===== src/rtl/ps2_codes_pkg.sv =====
`default_nettype none
// ============================================================================
// Module      : ps2_codes_pkg
// Description : Shared definitions for the PS/2 scan-code decoder.
//               - scan-code constants (set 2)
//               - 2-bit prefix FSM state encoding
//               - ASCII constants for delete, enter and space
//               - map_make(): make code + case select -> {hit, ascii}
// Revision    : 1.0 - initial release
// ============================================================================
package ps2_codes_pkg;

    localparam logic [7:0] SC_BREAK  = 8'hF0;
    localparam logic [7:0] SC_EXT    = 8'hE0;
    localparam logic [7:0] SC_LSHIFT = 8'h12;
    localparam logic [7:0] SC_RSHIFT = 8'h59;
    localparam logic [7:0] SC_CAPS   = 8'h58;
    localparam logic [7:0] SC_ENTER  = 8'h5A;
    localparam logic [7:0] SC_BKSP   = 8'h66;
    localparam logic [7:0] SC_SPACE  = 8'h29;

    localparam logic [7:0] ASCII_DEL   = 8'h7F;
    localparam logic [7:0] ASCII_ENTER = 8'h0D;
    localparam logic [7:0] ASCII_SPACE = 8'h20;

    // Prefix state: which prefix bytes precede the next byte.
    typedef enum logic [1:0] {
        IDLE    = 2'd0,
        BRK     = 2'd1,
        EXT     = 2'd2,
        EXT_BRK = 2'd3
    } ps2_state_e;

    // Returns {hit, ascii}. hit=0 means the make code produces no character.
    // upper only affects letters.
    function automatic logic [8:0] map_make(input logic [7:0] code,
                                            input logic       upper);
        logic [7:0] ch;
        logic       is_letter;
        logic       hit;
        ch        = 8'h00;
        is_letter = 1'b1;
        hit       = 1'b1;
        case (code)
            8'h1C: ch = 8'h61;  8'h32: ch = 8'h62;  8'h21: ch = 8'h63;
            8'h23: ch = 8'h64;  8'h24: ch = 8'h65;  8'h2B: ch = 8'h66;
            8'h34: ch = 8'h67;  8'h33: ch = 8'h68;  8'h43: ch = 8'h69;
            8'h3B: ch = 8'h6A;  8'h42: ch = 8'h6B;  8'h4B: ch = 8'h6C;
            8'h3A: ch = 8'h6D;  8'h31: ch = 8'h6E;  8'h44: ch = 8'h6F;
            8'h4D: ch = 8'h70;  8'h15: ch = 8'h71;  8'h2D: ch = 8'h72;
            8'h1B: ch = 8'h73;  8'h2C: ch = 8'h74;  8'h3C: ch = 8'h75;
            8'h2A: ch = 8'h76;  8'h1D: ch = 8'h77;  8'h22: ch = 8'h78;
            8'h35: ch = 8'h79;  8'h1A: ch = 8'h7A;
            default: is_letter = 1'b0;
        endcase
        if (!is_letter) begin
            case (code)
                8'h45: ch = 8'h30;  8'h16: ch = 8'h31;  8'h1E: ch = 8'h32;
                8'h26: ch = 8'h33;  8'h25: ch = 8'h34;  8'h2E: ch = 8'h35;
                8'h36: ch = 8'h36;  8'h3D: ch = 8'h37;  8'h3E: ch = 8'h38;
                8'h46: ch = 8'h39;
                SC_SPACE: ch = ASCII_SPACE;
                SC_BKSP:  ch = ASCII_DEL;
                SC_ENTER: ch = ASCII_ENTER;
                default:  hit = 1'b0;
            endcase
        end
        if (is_letter && upper) begin
            ch = ch - 8'h20;
        end
        return {hit, ch};
    endfunction

endpackage
`default_nettype wire


===== src/rtl/char_fifo.sv =====
`default_nettype none
// ============================================================================
// Module      : char_fifo
// Description : First-word-fall-through byte FIFO. dout shows the oldest
//               entry whenever empty=0 (8'h00 when empty). A push while full
//               is accepted only if a pop happens on the same edge.
// Ports       : clock, resetn (async active-low)
//               push/din  - write request and data
//               pop       - remove head (ignored when empty)
//               dout      - head entry
//               empty/full- occupancy flags
// Revision    : 1.0 - initial release
// ============================================================================
module char_fifo #(
    parameter int DEPTH = 4,
    parameter int AW    = 2
) (
    input  logic       clock,
    input  logic       resetn,
    input  logic       push,
    input  logic [7:0] din,
    input  logic       pop,
    output logic [7:0] dout,
    output logic       empty,
    output logic       full
);

    logic [7:0]    r_mem [DEPTH];
    logic [AW-1:0] r_wptr;
    logic [AW-1:0] r_rptr;
    logic [AW:0]   r_count;

    logic w_do_pop;
    logic w_do_push;

    assign empty = (r_count == '0);
    assign full  = (r_count == (AW+1)'(DEPTH));

    assign w_do_pop  = pop & ~empty;
    // When full, the slot under the write pointer is the head being popped,
    // so a simultaneous push can reuse it.
    assign w_do_push = push & (~full | w_do_pop);

    assign dout = empty ? 8'h00 : r_mem[r_rptr];

    always_ff @(posedge clock or negedge resetn) begin
        if (!resetn) begin
            for (int i = 0; i < DEPTH; i++) begin
                r_mem[i] <= 8'h00;
            end
            r_wptr  <= '0;
            r_rptr  <= '0;
            r_count <= '0;
        end else begin
            if (w_do_push) begin
                r_mem[r_wptr] <= din;
                r_wptr        <= r_wptr + 1'b1;
            end
            if (w_do_pop) begin
                r_rptr <= r_rptr + 1'b1;
            end
            r_count <= r_count + (AW+1)'(w_do_push) - (AW+1)'(w_do_pop);
        end
    end

endmodule
`default_nettype wire


===== src/rtl/ps2_ascii_decoder.sv =====
`default_nettype none
// ============================================================================
// Module      : ps2_ascii_decoder
// Description : Converts a PS/2 set-2 scan-code byte stream into ASCII
//               characters for key presses. Tracks F0 (break) and E0
//               (extended) prefixes plus left/right shift, and queues
//               characters in a small FWFT FIFO with valid/ready handshake.
// Ports       : clock, resetn (async active-low)
//               ps2_key_pressed/ps2_key_data - one strobe per scan byte
//               char_valid/char_ready/char_data - character output handshake
//               shift_active - either shift key held
//               overflow     - sticky, a character was dropped (FIFO full)
//               caps_lock    - caps flag (only with PS2_CAPSLOCK_EN)
// Options     : define PS2_CAPSLOCK_EN to enable caps-lock handling and the
//               caps_lock output.
// Revision    : 1.0 - initial release
// ============================================================================
module ps2_ascii_decoder
    import ps2_codes_pkg::*;
#(
    parameter int FIFO_DEPTH = 4,
    parameter int FIFO_AW    = 2
) (
    input  logic       clock,
    input  logic       resetn,
    input  logic       ps2_key_pressed,
    input  logic [7:0] ps2_key_data,
    input  logic       char_ready,
    output logic       char_valid,
    output logic [7:0] char_data,
    output logic       shift_active,
    output logic       overflow
`ifdef PS2_CAPSLOCK_EN
    ,
    output logic       caps_lock
`endif
);

    ps2_state_e r_state;
    ps2_state_e w_state_next;
    logic       r_lshift;
    logic       r_rshift;
    logic       w_lshift_next;
    logic       w_rshift_next;
    logic       r_overflow;

    logic       w_push;
    logic [7:0] w_char;
    logic [8:0] w_map;
    logic       w_upper;
    logic       w_empty;
    logic       w_full;

`ifdef PS2_CAPSLOCK_EN
    logic r_caps;
    logic r_caps_held;       // suppresses typematic repeats of the caps key
    logic w_caps_next;
    logic w_caps_held_next;
    assign w_upper   = (r_lshift | r_rshift) ^ r_caps;
    assign caps_lock = r_caps;
`else
    assign w_upper   = r_lshift | r_rshift;
`endif

    assign w_map = map_make(ps2_key_data, w_upper);

    // ------------------------------------------------------------------
    // Prefix FSM, shift tracking and character selection
    // ------------------------------------------------------------------
    always_comb begin
        w_state_next  = r_state;
        w_lshift_next = r_lshift;
        w_rshift_next = r_rshift;
        w_push        = 1'b0;
        w_char        = 8'h00;
`ifdef PS2_CAPSLOCK_EN
        w_caps_next      = r_caps;
        w_caps_held_next = r_caps_held;
`endif
        if (ps2_key_pressed) begin
            case (r_state)
                IDLE: begin
                    if (ps2_key_data == SC_BREAK) begin
                        w_state_next = BRK;
                    end else if (ps2_key_data == SC_EXT) begin
                        w_state_next = EXT;
                    end else begin
                        case (ps2_key_data)
                            SC_LSHIFT: w_lshift_next = 1'b1;
                            SC_RSHIFT: w_rshift_next = 1'b1;
`ifdef PS2_CAPSLOCK_EN
                            SC_CAPS: begin
                                if (!r_caps_held) begin
                                    w_caps_next      = ~r_caps;
                                    w_caps_held_next = 1'b1;
                                end
                            end
`endif
                            default: begin
                                w_push = w_map[8];
                                w_char = w_map[7:0];
                            end
                        endcase
                    end
                end
                BRK: begin
                    w_state_next = IDLE;
                    case (ps2_key_data)
                        SC_LSHIFT: w_lshift_next = 1'b0;
                        SC_RSHIFT: w_rshift_next = 1'b0;
`ifdef PS2_CAPSLOCK_EN
                        SC_CAPS:   w_caps_held_next = 1'b0;
`endif
                        default: ;
                    endcase
                end
                EXT: begin
                    w_state_next = (ps2_key_data == SC_BREAK) ? EXT_BRK : IDLE;
                end
                default: begin
                    w_state_next = IDLE;
                end
            endcase
        end
    end

    always_ff @(posedge clock or negedge resetn) begin
        if (!resetn) begin
            r_state    <= IDLE;
            r_lshift   <= 1'b0;
            r_rshift   <= 1'b0;
            r_overflow <= 1'b0;
        end else begin
            r_state  <= w_state_next;
            r_lshift <= w_lshift_next;
            r_rshift <= w_rshift_next;
            // full implies non-empty, so char_ready alone means a pop happens
            if (w_push && w_full && !char_ready) begin
                r_overflow <= 1'b1;
            end
        end
    end

`ifdef PS2_CAPSLOCK_EN
    always_ff @(posedge clock or negedge resetn) begin
        if (!resetn) begin
            r_caps      <= 1'b0;
            r_caps_held <= 1'b0;
        end else begin
            r_caps      <= w_caps_next;
            r_caps_held <= w_caps_held_next;
        end
    end
`endif

    assign shift_active = r_lshift | r_rshift;
    assign overflow     = r_overflow;
    assign char_valid   = ~w_empty;

    // ------------------------------------------------------------------
    // Character buffer
    // ------------------------------------------------------------------
    char_fifo #(
        .DEPTH (FIFO_DEPTH),
        .AW    (FIFO_AW)
    ) u_char_fifo (
        .clock  (clock),
        .resetn (resetn),
        .push   (w_push),
        .din    (w_char),
        .pop    (char_ready),
        .dout   (char_data),
        .empty  (w_empty),
        .full   (w_full)
    );

endmodule
`default_nettype wire


===== config.mk =====
export PLATFORM = sky130hd
export DESIGN_NAME = ps2_ascii_decoder
export DESIGN_NICKNAME = d
export VERILOG_FILES = /design/src/rtl/ps2_codes_pkg.sv /design/src/rtl/char_fifo.sv /design/src/rtl/ps2_ascii_decoder.sv
export SDC_FILE = /design/constraint.sdc
export NUM_CORES = 1
export LEC_CHECK = 0
export CAP_MARGIN = 25
export CELL_PAD_IN_SITES_DETAIL_PLACEMENT = 0
export CELL_PAD_IN_SITES_GLOBAL_PLACEMENT = 1
export CORE_ASPECT_RATIO = 1.25
export CORE_MARGIN = 2
export CORE_UTILIZATION = 51
export CTS_BUF_LIST = sky130_fd_sc_hd__clkbuf_16
export DETAILED_ROUTE_END_ITERATION = 16
export PLACE_DENSITY = 0.86
export SLEW_MARGIN = 30
export SYNTH_ARGS = -nofsm -noshare
export SYNTH_HDL_FRONTEND = slang
export SYNTH_SLANG_ARGS = --single-unit

===== constraint.sdc =====
create_clock -name clock -period 6.8 [get_ports clock]
set_input_delay 2.04 -clock clock [delete_from_list [all_inputs] [get_ports clock]]
set_output_delay 2.04 -clock clock [all_outputs]
set_load 0.02 [all_outputs]

-- After elaboration in Yosys (flattened, before gate mapping)
Cells that the tools add are included.
- register bits: 44
- input bits: 12
- output and inout port bits: 11
- word-level logic and storage cells: 132
- add/subtract/negate cells: 5
- magnitude comparators: 3
- eq/ne operators: 53
- mux-type cells: 38
- bitwise logic cells: 8
- reduce and logical (&&, ||, !) cells: 14
- operator list (kind ; count):
    == test 8 x 6 -> 1 bit (second input constant) ; 23
    case mux 7 bit (26 select lines) ; 1
    case mux 8 bit (13 select lines) ; 1
    2-to-1 mux 8 bit ; 11
    == test 8 x 7 -> 1 bit (second input constant) ; 10
    == test 8 x 5 -> 1 bit (second input constant) ; 8
    bitwise mux 32 bit ; 1
    OR reduction 26 bit ; 1
    binary-select mux 8 bit (select 2 bit) ; 1
    demux 8 bit (select 2 bit) ; 1
    == test 8 bit (second input constant) ; 2
    2-to-1 mux 1 bit ; 16
    OR reduction 13 bit ; 1
    AND reduction 6 bit ; 2
    inequality test 2 bit (second input constant) ; 5
    subtractor 8 x 6 -> 8 bit (second input constant) ; 1
    greater-or-equal comparator 3 bit (second input constant) ; 2
    2-to-1 mux 2 bit ; 3
    NOT 2 -> 3 bit ; 2
    adder 2 x 1 -> 2 bit (second input constant) ; 2
    logical AND 1 bit ; 4
    case mux 1 bit (2 select lines) ; 2
    case mux 2 bit (2 select lines) ; 1
    adder 3 x 1 -> 3 bit ; 1
    other kinds (16) ; 19

-- Depth between registers and ports, before layout
Gate-level depths: netlist (run 1).
- word-level depth: 12
- gate-level depth with buffers: 12
- gate-level depth less buffers: 10

-- By module
Synthesis (run 1) repeated with hierarchy kept, for this count alone.
- cell total of the unflattened synthesis: 304
- area, all modules: 3135.5 um2
- by module, submodules not included (module ; instances ; cells an instance ; area an instance (um2) ; sequential area each (um2)):
    char_fifo ; 1 ; 122 ; 1840.5 ; 975.9
    ps2_ascii_decoder ; 1 ; 182 ; 1295.0 ; 125.1

-- Worst setup path after synthesis (run 1)
Ideal clock, no wire load.
- path kind: input to register
- start point: in ps2_key_data[2]
- end point: reg u_char_fifo.r_count[2]
- library setup time: 123 ps
- arrival time: 4252 ps
- required time: 6677 ps
- path slack: 2426 ps
- stages: 11
- path buffers: 1
- cells stage by stage: buf_2 > nor2b_1 > and4_1 > a211oi_1 > nand2_1 > a21oi_4 > a211o_1 > inv_1 > ha_1 > fa_1 > xnor2_1
- cells in the longest elaborated chain, start to end: 12
- elaborated cells between the ends (all ways): 57
- those cells by class: 2 x add/sub; 43 x eq/ne; 8 x mux; 1 x bitwise; 3 x reduce/logical
- RTL lines (element ; line ; RTL):
    from (decl) ; ps2_ascii_decoder.sv:27 ; input logic [7:0] ps2_key_data,
    == test 8 x 5 -> 1 bit, or another cell as far along ; ps2_codes_pkg.sv:44 ; case (code)
    OR reduction 26 bit (no source line) or OR reduction 13 bit (tied branches) ; n/a ;
    2-to-1 mux 1 bit, on equally long branches ; ps2_codes_pkg.sv:44, ps2_codes_pkg.sv:57 ;
    2-to-1 mux 1 bit ; ps2_codes_pkg.sv:56 ; if (!is_letter) begin
    2-to-1 mux 1 bit ; ps2_ascii_decoder.sv:88 ; case (ps2_key_data)
    2-to-1 mux 1 bit ; ps2_ascii_decoder.sv:85 ; end else if (ps2_key_data == SC_EXT) begin
    2-to-1 mux 1 bit (*) ; ps2_ascii_decoder.sv:83 ; if (ps2_key_data == SC_BREAK) begin
    2-to-1 mux 1 bit (*) ; ps2_ascii_decoder.sv:81 ; case (r_state)
    2-to-1 mux 1 bit (*) ; ps2_ascii_decoder.sv:80 ; if (ps2_key_pressed) begin
    bitwise AND 1 bit (*) ; char_fifo.sv:42 ; assign w_do_push = push & (~full | w_do_pop);
    named net u_char_fifo.w_do_push ; char_fifo.sv:34 ; logic w_do_push;
    adder 3 x 1 -> 3 bit (*) ; char_fifo.sv:62 ; r_count <= r_count + (AW+1)'(w_do_push) - (AW+1)'(w_do_pop);
    subtractor 3 x 1 -> 3 bit (*) ; char_fifo.sv:62 ;
    to (signal assigned) ; char_fifo.sv:62 ;
    to (decl) ; char_fifo.sv:31 ; logic [AW:0] r_count;
The timed path passes the listed nets; every way through them passes the cells marked *.
A chain may end at the register's enable or synchronous reset.

-- Worst setup path in the final report (run 1)
- start point: in ps2_key_data[5]
- end point: reg u_char_fifo.r_count[1]
The elaborated chain is that of the path after synthesis.

==> out/metrics.cfg, run 1 <==
[setup_path]
crit_chain=clkdlybuf4s50_1, nor4b_1, a32oi_1, o211ai_1, nand4b_2, nor2_4, a211o_1, inv_1, ha_1, fa_1
crit_arrival_ns=5.51
reg2regPathDepth=7
path_depth=10
critPathBufInv=2
reg2reg_setup_slack_ns=4.29
required_ns=6.95
end_kind=flip-flop
start_kind=input pin
crit_type=in2reg
r2r_start=r_state[1]
worstPathMaxFanout=23
cpPeakStageDelay_ns=0.86
crit_path_start=ps2_key_data[5]
crit_family=simple AND/OR/NAND/NOR gates
crit_slowest_cell=nor4b_1

[sta]
relSlewSlack_pct=46.8
final.setup.tns_ns=0
slew_violations=0
rsz0062_at_grt=false
min_period_ns=5.36
fin_crit_sh_pct=78.8
final-hold-violation-count=0
finalSetupViolations=0
max_freq_mhz=187
worstMarginPinSlew_ns=0.786
fin_ws_ns=1.44
skew_ns=0.00529

[clocking]
cts_sinks=44
tritoncts=yes
root_buffer=clkbuf_16
cts_buffers=5
cts-resized-gates=0
cts_max_path_buffers=2
cts_setup_buffers=0
cts.clk_slew.worst_paths_ns=0.06
clock_latency_ns=0.28
htree_levels=2
cts_hold_buf=0

[synthesis]
synth_nets=333
ys_warn_count=0
ys_ff_latch=44
syn_avg_cell_area_um2=10.2
synth_edf_count=0
synth_top_area_share_pct=34.4
ys_seq_area_share_pct=34.4
ys_top_cells_by_area=dfrtp_1 34%, mux2_2 7.4%, mux4_2 5.6%
ys_types=69
synthFlopType=dfrtp_1
synthArstFlopShare_pct=100
synth_area_leader_cell=dfrtp_1
netlist_instances=313
synth_area_mm2=0.00320

[layout]
nFillCells=536
drive_gt1_share_pct=19.6
num_antenna_cells=0
stdcell_area_mm2=0.00366
final_nets=346
final_core_util_pct=59.7
area_growth_pct=14.3

[global_route]
grt.busiest_layer=met2
grt_pass1_vias=2635
antenna_found_initial=0
grt_max_degree=45
grt_util_met1_pct=29.4
grt_first_pass_wirelength_um=12900
grtUsageTotal_pct=24.3
use_met3_pct=3.26
grt.overflow.total=0
use_met2_pct=40.9

[worst_hold_path]
min-delay-start=overflow
holdPathStages=1
holdCritPathClass=reg2reg

[die]
dieWidth_um=74.8
dieArea_mm2=0.00692
die_h_um=92.5
start_util_pct=52.2
io_pins=23
core_area_mm2=0.00613
rows=32

[detailed_routing]
num_vias=2544
dr.pass1.iters=4
drc=0
postRouteAntennaNets=0
drt_iter0_drc=220
wl_um=7840
viasPerCell=6.17
wire_per_inst_um=19.0

[power_and_ir_drop]
p_leak_uw=0.00157
ir_drop_v=0.000267
power_density_mw_per_mm2=289
power.total_uw=1060

[place]
dpl_cell_area_mm2=0.00344
gp_congestion=0.954
place_ws_ns=1.06
dp_hpwl_um=5610
numPortBuffers=22

[job]
cap_violations=0

[outcome]
status=finished, final reports clean

[placed cells by master, fill, tap and decap left out, types with 3 or more instances in the layout]
cell type        synthesis  final
buf_4                    3      3
xnor2_1                  4      4
a32oi_1                  4      4
o22ai_1                  7      7
nand2_1                 14     14
nand2b_1                11     11
clkdlybuf4s50_1          0     20
o32ai_1                  3      3
or2_2                    3      3
nand4_1                  5      5
a21oi_4                  5      5
inv_1                   22     22
nor3_1                   5      5
nor3b_1                  3      3
and3_1                   5      5
a31oi_1                  7      7
nor2_1                  12     12
nand3_1                  6      6
and2_1                  12     12
nand2_2                  3      3
bufinv_16                0      3
a21oi_1                  9      9
nor2b_1                  9      9
mux2_1                   4      4
mux4_2                   8      8
o2111ai_1                4      4
mux2_2                  21     21
mux2i_1                  6      6
ha_1                     7      7
xor2_1                   4      4
dfrtp_1                 44     44
o21ai_0                  6      6
clkbuf_16                0      5
[routing by layer]
| layer | wire length, um | share of wire, % | up-vias |
|---|---|---|---|
| met5 | 0 | 0 | - |
| met4 | 327 | 4.2 | 0 |
| met3 | 384 | 4.9 | 28 |
| met2 | 4080 | 52 | 106 |
| met1 | 3040 | 39 | 1225 |
| li1 | - | - | 1185 |
[report_power, final]
group / internal, uW / total, uW / switching [uW]
sequential: 320 / 386 / 65.6
combinational: 167 / 329 / 162
clock: 247 / 343 / 95.8
[metrics by stage]
stage,hold WS [ns],cells
final,0.471,412
after global routing,0.502,412
after CTS,0.480,412
after detailed placement,0.467,404
after global placement,0.463,404
after floorplan,0.452,313
[flip-flops by register name, summed over array words and instances, names as in the netlist]
name	cells
u_char_fifo.r_mem	32
u_char_fifo.r_count	3
r_state	2
u_char_fifo.r_rptr	2
u_char_fifo.r_wptr	2
overflow	1
r_lshift	1
r_rshift	1
[final cells by class]
type                       count  area (um2)  area share (%)
clock buffer                   5         125            3.42
sequential                    44        1100            30.1
clock inverter                 3        90.1            2.46
tap                           85         106            2.91
multi-input combinational    229        1920            52.6
inverter                      22        82.6            2.26
timing repair buffer          24         228            6.23
[kinds of logic (layout without fill, tap and decap cells)]
logic type / after synthesis / in the layout / synth area share (%)
AO/OA/AOI/OAI: 63 / 63 / 15.8
XOR/XNOR: 8 / 8 / 2.19
adder cells (fa/ha/maj): 8 / 8 / 3.36
buffers and inverters: 40 / 54 / 5.44
flip-flops: 44 / 44 / 34.4
multiplexers: 40 / 40 / 16.8
AND/OR/NAND/NOR: 110 / 110 / 22.0
[synthesized netlist by cell type, drive strengths merged, types with 2 or more instances]
library cell / number
dfrtp: 44
mux2: 26
inv: 22
nand2: 17
nor2: 15
a21oi: 14
buf: 14
and2: 12
nand2b: 11
nor2b: 9
mux4: 8
a31oi: 7
ha: 7
o22ai: 7
mux2i: 6
nand3: 6
nor3: 6
o21ai: 6
and3: 5
nand4: 5
o2111ai: 5
a32oi: 4
clkbuf: 4
xnor2: 4
xor2: 4
nor3b: 3
nor4b: 3
o32ai: 3
or2: 3
or4b: 3
a211o: 2
a31o: 2
nor4: 2
o21a: 2
or3: 2
[path summary, 6_finish.rpt]
path                                          end
min in group asynchronous  u_char_fifo.r_count[2]
setup reg to reg           u_char_fifo.r_count[1]
hold / removal                           overflow
setup / recovery           u_char_fifo.r_count[1]
hold reg to reg                          overflow
max in group asynchronous    u_char_fifo.r_mem[8]
[worst reg2reg max path, stage by stage, from the launching register on]
cell     delay [ns]
dfrtp_1        0.38
nor2b_1        0.23
inv_1          0.09
or4b_4         0.62
a211o_1        0.37
inv_1          0.10
ha_1           0.18
fa_1           0.42
(Power assumes the default switching activity.)
==> run 2: changes to the inputs <==
- CORE_UTILIZATION: 51 -> 42
- PLACE_DENSITY: 0.86 -> 0.76
- clock period: 6.8 -> 4.4 ns (I/O delays scaled with it)
==> run 2 against run 1 <==
Sequential share of layout area fell by 1.9 points. Via count rose by 3.8%. Sequential power rose by 53%. Final area rose by 6.7%. Largest cell class unchanged. Wire length rose by 2.9%. Largest power group unchanged. Critical path type unchanged. Critical path depth rose by 1. Worst setup slack got worse by 0.96 ns.
==> out/metrics.cfg, run 2 (synthesized netlist as in run 1, its figures left out) <==
[job]
cap_violations=0  ; unchanged

[detailed_routing]
num_vias=2641  ; +3.8%
drc=0  ; unchanged
viasPerCell=5.83  ; -5.6%
wire_per_inst_um=17.8  ; -6.5%
drt_iter0_drc=163  ; -26%
wl_um=8060  ; +2.9%
dr.pass1.iters=4  ; unchanged
postRouteAntennaNets=0  ; unchanged

[clocking]
cts.clk_slew.worst_paths_ns=0.06  ; about the same
cts_sinks=44  ; unchanged
cts_hold_buf=0  ; unchanged
cts_buffers=5  ; unchanged
tritoncts=yes
clock_latency_ns=0.28  ; about the same
cts_max_path_buffers=2  ; unchanged
cts-resized-gates=0  ; unchanged
root_buffer=clkbuf_16
htree_levels=2  ; unchanged
cts_setup_buffers=0  ; unchanged

[layout]
nFillCells=677  ; +26%
largest_reg_flops=32  ; unchanged
regArea_mm2=0.00110  ; unchanged
top_register=u_char_fifo.r_mem
drive_gt1_share_pct=26.6  ; +7.0 points
final_nets=380  ; +9.8%
largestRegisters=u_char_fifo.r_mem (32), u_char_fifo.r_count (3)
area_growth_pct=22.0
num_antenna_cells=0  ; unchanged
multi_input_area_mm2=0.00192  ; unchanged
layout_common_cells=44 x dfrtp_1, 35 x buf_4, 22 x inv_1, 21 x mux2_2, 21 x clkdlybuf4s50_1
final_common_cell=dfrtp_1

[global_route]
antenna_found_initial=0  ; unchanged
grt.overflow.total=0  ; unchanged
grt_first_pass_wirelength_um=13500  ; +4.9%
grtUsageTotal_pct=21.2  ; -3.1 points
grt_pass1_vias=2766  ; +5.0%
grt_max_degree=45  ; unchanged

[setup_path]
end_kind=flip-flop
crit_chain=clkdlybuf4s50_1, buf_4, nor4bb_1, o2111a_1, nor2_1, nand2_1, a21oi_4, a211o_1, inv_1, ha_1, fa_1
crit_arrival_ns=4.06  ; -1.45 ns
worstPathMaxFanout=11  ; -52%
required_ns=4.55  ; -2.40 ns
crit_slowest_cell=clkdlybuf4s50_1
crit_type=in2reg
critPathBufInv=3  ; +1
cpPeakStageDelay_ns=0.62  ; -0.24 ns
start_kind=input pin
crit_family=buffers and inverters

[die]
io_pins=23  ; unchanged
core_area_mm2=0.00740  ; +21%
rows=35  ; +9.4%
dieArea_mm2=0.00833  ; +20%
start_util_pct=43.2  ; -9.0 points
dieWidth_um=82.1  ; +9.7%
die_h_um=102  ; +9.8%

[place]
dp_hpwl_um=6130  ; +9.2%
gp_congestion=0.982  ; +3.0%
numPortBuffers=22  ; unchanged

[outcome]
status=finished, final reports clean

[sta]
min_period_ns=3.91
max_freq_mhz=256
worstMarginPinSlew_ns=0.700  ; -0.0862 ns
rsz0062_at_grt=false
final-hold-violation-count=0  ; unchanged
skew_ns=0.00479  ; -0.000503 ns
relSlewSlack_pct=53.2  ; +6.4 points
fin_crit_sh_pct=88.9
final.setup.tns_ns=0  ; unchanged
slew_violations=0  ; unchanged
finalSetupViolations=0  ; unchanged
hold-worst-slack_ns=0.487  ; +0.0159 ns

[power_and_ir_drop]
power_density_mw_per_mm2=393  ; +36%
p_leak_uw=0.00173  ; +10%
power.total_uw=1540  ; +45%
ir_drop_v=0.000362  ; +36%

[worst_hold_path]
holdCritPathClass=reg2reg

-- run 2: final timing paths --
| kind | from | endpoint | slack [ns] | cells past startpoint |
|---|---|---|---|---|
| max | ps2_key_data[2] | u_char_fifo.r_count[1] | 0.49 | 11 |
| min | overflow | overflow | 0.49 | 1 |
| max reg2reg | r_state[1] | u_char_fifo.r_mem[12] | 2.01 | 7 |
| min reg2reg | overflow | overflow | 0.49 | 1 |
| max in group asynchronous | resetn | u_char_fifo.r_count[1] | 2.99 | 1 |
| min in group asynchronous | resetn | u_char_fifo.r_mem[4] | 1.02 | 1 |
-- run 2: stage by stage --
stage / instance area, um2 / worst slack (ns) / util, % / instances
2_1_floorplan: 3200 / 0.746 / - / 313
3_3_place_gp: 3730 / 0.186 / 50.4 / 445
3_5_place_dp: 3730 / 0.209 / 50.4 / 445
4_1_cts: 3900 / 0.501 / 52.7 / 453
5_1_grt: 3900 / 0.287 / 52.7 / 453
6_report: 3900 / 0.488 / 52.7 / 453
-- run 2: layer usage --
metal | vias up | global-route usage, % | part of all wire [%]
li1 | 1254 | - | -
met1 | 1262 | 26.7 | 41
met2 | 99 | 37.0 | 51
met3 | 26 | 2.14 | 5.3
met4 | 0 | 8.21 | 3.1
met5 | - | 0 | 0
-- run 2: layout make-up --
type | instances | share of cell area (%)
clock inverter | 3 | 1.09
inverter | 22 | 2.12
timing repair buffer | 58 | 13.1
sequential | 44 | 28.2
tap | 92 | 2.95
multi-input combinational | 229 | 49.3
clock buffer | 5 | 3.21
-- run 2: worst reg2reg max path, delay by kind of cell, from the launching register on --
family                 cells  cell delay (ns)
and+or+nand+nor            4             1.15
muxes                      1             0.38
AOI/OAI and AO/OA          1             0.29
buffers and inverters      1             0.09
DFF                        1             0.37
-- run 2: where the power goes --
group / leakage, uW / switching (uW) / internal [uW]
sequential: 0.000564 / 97.1 / 495
combinational: 0.00108 / 253 / 277
clock: 0.0000814 / 146 / 266
total: 0.00173 / 497 / 1040
==> run 3: changes to the inputs <==
- CORE_MARGIN: 2 -> unset
==> run 3 against run 2 <==
Register-to-register slack lost 0.02 ns. Critical path depth shrank 1. Clock power grew 4%. Count of clock-buffer cells in the layout is the same. Wire length grew 3.0%. Sequential share of layout area shrank 0.44 points. Critical path type unchanged. Critical endpoint unchanged. Largest cell class unchanged.
==> out/metrics.cfg, run 3 (synthesized netlist as in run 1, its figures left out) <==
[setup_path]
crit_slowest_cell=clkdlybuf4s50_1
crit_arrival_ns=4.22  ; +0.16 ns
cpPeakStageDelay_ns=0.64  ; +0.02 ns
worstPathMaxFanout=12  ; +1
start_kind=input pin
required_ns=4.56  ; about the same
crit_type=in2reg
end_kind=flip-flop
crit_chain=clkdlybuf4s50_1, or3b_1, a2111oi_2, a21oi_1, nand4b_2, nor2_4, a211o_1, inv_1, ha_1, fa_1

[die]
rows=35  ; unchanged
die_h_um=99.6  ; -2.0%
io_pins=23  ; unchanged
dieArea_mm2=0.00797  ; -4.4%
core_area_mm2=0.00736  ; -0.59%
dieWidth_um=80.1  ; -2.4%
start_util_pct=43.5  ; +0.26 points

[sta]
worstMarginPinSlew_ns=0.709  ; +0.00909 ns
rsz0062_at_grt=false
min_period_ns=4.06  ; +0.147 ns
relSlewSlack_pct=52.6  ; -0.61 points
slew_violations=0  ; unchanged
max_freq_mhz=246  ; -3.6%
finalSetupViolations=0  ; unchanged
skew_ns=0.00614  ; +0.00135 ns
final-hold-violation-count=0  ; unchanged
final.setup.tns_ns=0  ; unchanged
fin_crit_sh_pct=92.3  ; +3.3 points

[power_and_ir_drop]
p_leak_uw=0.00174  ; +0.89%
seqPwrFrac_pct=38.0  ; -0.6 points
ir_drop_v=0.000425  ; +17%
p_switching_uw=510  ; +2.6%
pwr-share-clk_pct=27.5  ; +0.6 points
combPwrFrac_pct=34.5  ; about the same
power_density_mw_per_mm2=393  ; -0.16%
internal-power_uw=1050  ; +0.85%
switching_share_pct=32.7  ; +0.37 points

[clocking]
root_buffer=clkbuf_16
cts_hold_buf=0  ; unchanged
cts_setup_buffers=0  ; unchanged
cts_buffers=5  ; unchanged
cts_sinks=44  ; unchanged
cts.clk_slew.worst_paths_ns=0.06  ; about the same
clock_latency_ns=0.29  ; about the same
cts_max_path_buffers=2  ; unchanged
tritoncts=yes
htree_levels=2  ; unchanged
cts-resized-gates=0  ; unchanged

[detailed_routing]
drc=0  ; unchanged
viasPerCell=5.79  ; -0.71%
postRouteAntennaNets=0  ; unchanged
num_vias=2628  ; -0.49%
dr.pass1.iters=4  ; unchanged
wire_per_inst_um=18.3  ; +2.7%
drt_iter0_drc=109  ; -33%
wl_um=8300  ; +3.0%

[layout]
area_growth_pct=23.9
largestRegisters=u_char_fifo.r_mem (32), u_char_fifo.r_count (3)
final_core_util_pct=53.9  ; +1.1 points
top_register=u_char_fifo.r_mem
layout_common_cells=44 x dfrtp_1, 32 x buf_4, 22 x inv_1, 21 x mux2_2, 21 x clkdlybuf4s50_1
fin_cells=454  ; +0.22%
regArea_mm2=0.00110  ; unchanged
multi_input_area_mm2=0.00192  ; unchanged
final_common_cell=dfrtp_1
num_antenna_cells=0  ; unchanged
largest_reg_flops=32  ; unchanged
final_nets=381  ; +0.26%
nFillCells=662  ; -2.2%
drive_gt1_share_pct=27.1  ; +0.48 points

[place]
gp_congestion=0.925  ; -5.8%
dp_hpwl_um=6280  ; +2.5%
placedCellCount=446  ; +0.22%
numPortBuffers=22  ; unchanged

[global_route]
antenna_found_initial=0  ; unchanged
grt_first_pass_wirelength_um=13500  ; +0.21%
grt_pass1_vias=2685  ; -2.9%
grtUsageTotal_pct=22.5  ; +1.3 points
grt_max_degree=45  ; unchanged
grt.overflow.total=0  ; unchanged

[outcome]
status=finished, final reports clean

[worst_hold_path]
holdCritPathClass=reg2reg

[job]
cap_violations=0  ; unchanged

==> run 3: cell types whose count changed in the layout (fill, tap and decap cells not counted) <==
cell / before / now
clkinv_4: 1 / 0
inv_6: 0 / 1
clkinv_1: 1 / 0
buf_4: 35 / 32
clkinvlp_4: 0 / 1
buf_12: 2 / 6
==> run 3: layout make-up <==
| class | instances | share of cell area (%) |
|---|---|---|
| flip-flops and latches | 44 | 27.8 |
| inverters | 22 | 2.08 |
| clock inverters | 3 | 1.17 |
| well taps | 92 | 2.90 |
| clock buffers | 5 | 3.16 |
| multi-input cells | 229 | 48.5 |
| repair buffers | 59 | 14.4 |
==> run 3: through the flow <==
stage	setup WS, ns	instance area [um2]	total power [uW]	hold WS (ns)
floorplan	0.746	3200	939	0.452
global route	0.203	3960	1640	0.514
global placement	0.110	3790	1130	0.464
finish	0.340	3960	1560	0.489
detailed placement	0.0527	3790	1140	0.477
CTS	0.364	3960	1570	0.493
==> run 3: worst paths after layout <==
kind	start	to	slack, ns	depth (start not counted)
max in group asynchronous	resetn	r_rshift	3.01	1
hold reg to reg	u_char_fifo.r_mem[4]	u_char_fifo.r_mem[4]	0.49	1
hold / removal	u_char_fifo.r_mem[4]	u_char_fifo.r_mem[4]	0.49	1
setup reg to reg	r_state[1]	u_char_fifo.r_count[1]	1.99	7
min in group asynchronous	resetn	u_char_fifo.r_mem[20]	1.01	1
setup / recovery	ps2_key_data[6]	u_char_fifo.r_count[1]	0.34	10
==> run 3: power groups by stage <==
stage / sequential, uW / clock [uW] / combinational (uW)
finish: 592 / 428 / 537
CTS: 594 / 436 / 542
global route: 610 / 449 / 586
global placement: 595 / 0 / 532
detailed placement: 602 / 0 / 536
floorplan: 545 / 0 / 394
==> run 3: metal layers <==
layer	global-route usage, %	vias to the layer above	wire (um)	share of wire, %
li1	-	1254	-	-
met1	27.1	1281	3410	41
met2	39.2	72	4330	52
met3	3.12	21	280	3.4
met4	10.9	0	282	3.4
met5	0	-	0	0
==> run 3: critical path: cells and delay by family <==
family / cells / cell delay [ns]
buf+inv: 2 / 0.71
compound gates: 3 / 0.90
simple gates: 3 / 0.74
fa+ha+maj: 2 / 0.56
